## src/rtl/vend_pkg.sv

```systemverilog
// Shared types and defaults for the vending front-end controller:
// coin encodings, FSM states and the coin-to-nickel conversion.
package vend_pkg;

  localparam int PRICE_N_DEF  = 4;
  localparam int CREDIT_W_DEF = 4;
  localparam int TIMEOUT_DEF  = 15;

  typedef enum logic [1:0] {
    COIN_NONE = 2'b00,
    COIN_5    = 2'b01,
    COIN_10   = 2'b10,
    COIN_BAD  = 2'b11
  } coin_e;

  typedef enum logic [1:0] {
    COLLECT = 2'd0,
    VEND    = 2'd1,
    PAYOUT  = 2'd2
  } state_e;

  // Empty and invalid codes are still consumed by the acceptor; they are worth nothing.
  function automatic logic [1:0] coin_value(input coin_e c);
    case (c)
      COIN_5:  return 2'd1;
      COIN_10: return 2'd2;
      default: return 2'd0;
    endcase
  endfunction

endpackage

```

## src/rtl/coin_rr_arb.sv

```systemverilog
// Two-requester round-robin arbiter for the coin slots (bit 0 = A, bit 1 = B).
// The priority pointer only moves when a grant is actually issued.
module coin_rr_arb (
  input  logic       clk,
  input  logic       rst_n,
  input  logic [1:0] valid,
  input  logic       en,
  output logic [1:0] grant
);

  logic prio_b;

  always_comb begin
    // NOTE: default assignment first so no path leaves grant unassigned (no inferred latch).
    grant = 2'b00;
    if (en) begin
      if (valid == 2'b11) grant = prio_b ? 2'b10 : 2'b01;
      else                grant = valid;
    end
  end

  // Granting A hands priority to B and vice versa.
  always_ff @(posedge clk or negedge rst_n) begin
    if (!rst_n)              prio_b <= 1'b0;
    else if (grant != 2'b00) prio_b <= grant[0];
  end

endmodule

```

## src/rtl/vend_sequencer.sv

```systemverilog
// Coin-slot arbitration, credit accounting, dispense-motor handshake and
// nickel-by-nickel change/refund payout for the vending datapath.
module vend_sequencer
  import vend_pkg::*;
#(
  parameter int PRICE_N  = PRICE_N_DEF,
  parameter int CREDIT_W = CREDIT_W_DEF,
  parameter int TIMEOUT  = TIMEOUT_DEF
) (
  input  logic                clk,
  input  logic                rst_n,
  input  logic [1:0]          a_coin,
  input  logic                a_valid,
  output logic                a_ready,
  input  logic [1:0]          b_coin,
  input  logic                b_valid,
  output logic                b_ready,
  input  logic                refund_req,
  output logic                vend_req,
  input  logic                vend_done,
  output logic                hop_pulse,
  input  logic                hop_ack,
  output logic [CREDIT_W-1:0] credit,
  output logic                busy,
  output logic                fault
);

  localparam int                  TCNT_W       = $clog2(TIMEOUT + 1);
  localparam logic [CREDIT_W-1:0] PRICE        = CREDIT_W'(PRICE_N);
  localparam logic [CREDIT_W-1:0] ONE_NICKEL   = CREDIT_W'(1);
  localparam logic [TCNT_W-1:0]   TIMEOUT_LAST = TCNT_W'(TIMEOUT - 1);

  state_e              state;
  logic [TCNT_W-1:0]   tcnt;
  logic [1:0]          grant;
  logic                coin_en;
  logic [1:0]          sel_coin;
  logic [CREDIT_W-1:0] coin_add;
  logic [CREDIT_W-1:0] sum;

  // A pending refund with credit blocks coin intake; rst_n gating keeps readies low in reset.
  assign coin_en = rst_n && (state == COLLECT) && (!refund_req || credit == '0);

  coin_rr_arb u_arb (
    .clk   (clk),
    .rst_n (rst_n),
    .valid ({b_valid, a_valid}),
    .en    (coin_en),
    .grant (grant)
  );

  assign a_ready  = grant[0];
  assign b_ready  = grant[1];
  assign sel_coin = grant[1] ? b_coin : a_coin;
  assign coin_add = CREDIT_W'(coin_value(coin_e'(sel_coin)));
  assign sum      = credit + coin_add;

  always_ff @(posedge clk or negedge rst_n) begin
    if (!rst_n) begin
      state     <= COLLECT;
      credit    <= '0;
      tcnt      <= '0;
      fault     <= 1'b0;
      vend_req  <= 1'b0;
      hop_pulse <= 1'b0;
      busy      <= 1'b0;
    end else begin
      // NOTE: non-blocking assignments so every register samples pre-edge values.
      case (state)
        COLLECT: begin
          if (refund_req && credit != '0) begin
            state <= PAYOUT;
            busy  <= 1'b1;
          end else if (grant != 2'b00) begin
            if (sum >= PRICE) begin
              state    <= VEND;
              busy     <= 1'b1;
              vend_req <= 1'b1;
              tcnt     <= '0;
              credit   <= sum - PRICE;
            end else begin
              credit <= sum;
            end
          end
        end

        VEND: begin
          if (vend_done) begin
            vend_req <= 1'b0;
            if (credit != '0) state <= PAYOUT;
            else begin
              state <= COLLECT;
              busy  <= 1'b0;
            end
          end else if (tcnt == TIMEOUT_LAST) begin
            // Motor never answered: give the price back and refund everything.
            vend_req <= 1'b0;
            fault    <= 1'b1;
            credit   <= credit + PRICE;
            state    <= PAYOUT;
          end else begin
            tcnt <= tcnt + TCNT_W'(1);
          end
        end

        PAYOUT: begin
          if (hop_pulse) begin
            if (hop_ack) begin
              hop_pulse <= 1'b0;
              credit    <= credit - ONE_NICKEL;
              if (credit == ONE_NICKEL) begin
                state <= COLLECT;
                busy  <= 1'b0;
              end
            end
          end else if (credit != '0) begin
            hop_pulse <= 1'b1;
          end else begin
            state <= COLLECT;
            busy  <= 1'b0;
          end
        end

        default: begin
          state <= COLLECT;
          busy  <= 1'b0;
        end
      endcase
    end
  end

endmodule

```

## config.mk

```make
export PLATFORM = sky130hd
export DESIGN_NAME = vend_sequencer
export DESIGN_NICKNAME = d
export VERILOG_FILES = /design/src/rtl/vend_pkg.sv /design/src/rtl/coin_rr_arb.sv /design/src/rtl/vend_sequencer.sv
export SDC_FILE = /design/constraint.sdc
export NUM_CORES = 1
export LEC_CHECK = 0
export ABC_AREA = 1
export CORE_MARGIN = 1
export CORE_UTILIZATION = 40
export DETAILED_ROUTE_END_ITERATION = 10
export HOLD_SLACK_MARGIN = 0.03
export PLACE_DENSITY = 0.68
export SLEW_MARGIN = 20
export SYNTH_ARGS = -nofsm -noshare
export SYNTH_HDL_FRONTEND = slang
export SYNTH_SLANG_ARGS = --single-unit
```

## constraint.sdc

```tcl
create_clock -name clk -period 4 [get_ports clk]
set_clock_uncertainty 0.2 [all_clocks]
set_input_delay 0.6 -clock clk [delete_from_list [all_inputs] [get_ports clk]]
set_output_delay 0.6 -clock clk [all_outputs]
set_load 0.05 [all_outputs]
```

==> run metrics <==
busiest layer in global routing met2; hold path depth 1; status completed; DRC viols 0; initial antenna violation count 0; synth top area cells dfrtp_1 (29%), nand2_1 (15%), ha_1 (12%); row cnt 20; min-delay worst type register to register; drt first pass iters 4; Hold Buf Count CTS 0; first-pass GRT wire length 5110 µm; Post-Syn Instances 180; core region area 3050 µm²; Placed Cells 243; grt met3 use 2.86%; Die X-Extent 58.6 µm; GR Overflow Total 0; crit-path max FO 16; CP Capture Type primary output; required time of the worst setup path 3.20 ns; Ys Warns 0; # Max-Cap Violations 0; Fin. Hold Viols 0; clock transition at the registers of the reported paths 0.10 ns; Die ar. 3430 µm²; RR Startpoint credit[0]$_DFFE_PN0P_; register area share after synthesis 29.3%; post-route insts no fill 247; share of layout cells above drive strength 1 10.8%; R2R depth 21; Final Slew Violations 0; die height 58.6 µm; worst setup path category input pin to primary output; final total power 1.15 mW; starting density of the core 41.9%; Via Count 1264; Post-Syn Nets 204; number of buffers created by CTS 3; number of global-route vias before repair 1130; Leak 0.781 nW; FMAX 0.305 GHz; synthesized flop and latch total 15; number of I/O port buffers 20; Root Buffer clkbuf_4; Setup crit start kind input pin; Hold Path End fault$_DFFE_PN0P_; clk buf depth 2; Hold Startpoint fault$_DFFE_PN0P_; reg2reg end tcnt[0]$_DFFE_PN0P_; Antenna Nets Post-Route 0; vias per cell 5.12; DRT iter0 DRCs 68; Synth top area share 29.3%; routability cong. 0.887; grt met2 use 29.4%; wire length per cell 12.0 µm; post-cts gate resize count 0; pin count of the biggest net entering global routing 17; worst hold margin 0.265 ns; met1 Use GR 28.4%; RSZ-0062 raised after global routing false; arrival time worst endpoint 2.48 ns; Syn Std Cell Area 1280 µm²; Area growth syn-to-layout 21.7%; fin crit share 82.0%; Distinct cells, synth 26; htree depth 1; CTS tree yes; Clock Latency Late Sink 0.29 ns; total negative slack 0 ns; post-synth top area cell dfrtp_1; hpwl dp 2360 µm; Max IR drop VDD 368 µV; max_slew headroom 66.6%; n_diodes 0; DP Worst Slack 0.625 ns; setup slack, reg-to-reg 0.91 ns; Final Setup Violations 0; post-route minimum period 3.28 ns; actual slew at the worst max-slew pin 0.500 ns; clk sinks 15; total routed wirelength 2960 µm; NumNets Final 228; crit path setup slack, layout 0.719 ns; gr usage total 19.4%; synthesized area per cell 7.11 µm²; setup bufs post-CTS 0; PD cells 739 nW/µm²; # IOs 21
-- logic make-up after synthesis --
family / after synthesis / synth area share (%)
simple gates: 99 / 35.1
compound gates: 28 / 14.0
buf+inv: 23 / 6.94
flops: 15 / 29.3
fa+ha+maj: 13 / 13.3
xor+xnor: 2 / 1.37
-- where the power goes --
part | internal (mW) | switching [mW]
clock | 0.0372 | 0.0559
sequential | 0.207 | 0.0652
combinational | 0.269 | 0.516
-- synth_stat cells --
cell,number
o21ai_0,6
nand2_4,2
nand2_2,3
o21ai_2,2
inv_2,3
a21boi_2,1
and2_1,1
a21oi_4,1
a21oi_2,1
o211ai_1,2
a21o_1,1
o21a_1,1
nand3_2,3
buf_2,2
nand4_1,5
inv_1,18
xnor2_1,1
nand2_1,51
nand3_1,17
ha_1,12
fa_1,1
o21ai_1,5
xor2_1,1
dfrtp_1,15
nor2_1,17
a21oi_1,8
-- layout by cell type (no fill, tap or decap), drive strengths merged --
cell	instances
a21boi	1
a21o	1
a21oi	10
and2	1
buf	2
clkbuf	3
clkdlybuf4s50	19
clkinv	1
dfrtp	15
fa	1
ha	12
inv	21
nand2	56
nand3	20
nand4	5
nor2	17
o211ai	2
o21a	1
o21ai	13
xnor2	1
xor2	1
-- critical path, cell delays in order --
cell and delay (ns):
clkdlybuf4s50_1 0.52, buf_4 0.27, nand3_1 0.12, nor2_1 0.14, clkdlybuf4s50_1 0.82
-- layout make-up --
type,count,area (µm²)
multi-input cells,142,816
clock buffers,3,22.5
fillers,322,1500
well taps,44,55.1
inverters,21,78.8
flip-flops and latches,15,375
clock inverters,1,5.00
repair buffers,21,205
-- sequential cells by signal, summed over array words and instances, names as in the netlist --
| register | cells |
|---|---|
| credit | 4 |
| tcnt | 4 |
| state | 2 |
| busy | 1 |
| fault | 1 |
| hop_pulse | 1 |
| u_arb.prio_b | 1 |
| vend_req | 1 |
-- routing by layer --
metal / up-vias / part of all wire (%)
li1: 639 / -
met1: 593 / 48
met4: 0 / 1.3
met2: 27 / 46
met3: 5 / 4.5
met5: - / 0
-- metrics by stage --
step	instance area [µm²]	utilization (%)
final	1560	51.0
after global routing	1560	51.0
after CTS	1560	51.0
after detailed placement	1530	50.1
after global placement	1530	50.1
after floorplan	1280	-
-- worst max-delay path by stage --
stage                                startpoint                  end  slack (ns)
after floorplan           credit[0]$_DFFE_PN0P_  tcnt[0]$_DFFE_PN0P_        0.78
after global placement                    rst_n  tcnt[3]$_DFFE_PN0P_        0.70
after detailed placement                  rst_n  tcnt[0]$_DFFE_PN0P_        0.63
after CTS                                 rst_n              a_ready        0.68
after global routing                      rst_n              a_ready        0.59
final                                     rst_n              a_ready        0.72
No activity file was read; power rests on OpenSTA's default activity.
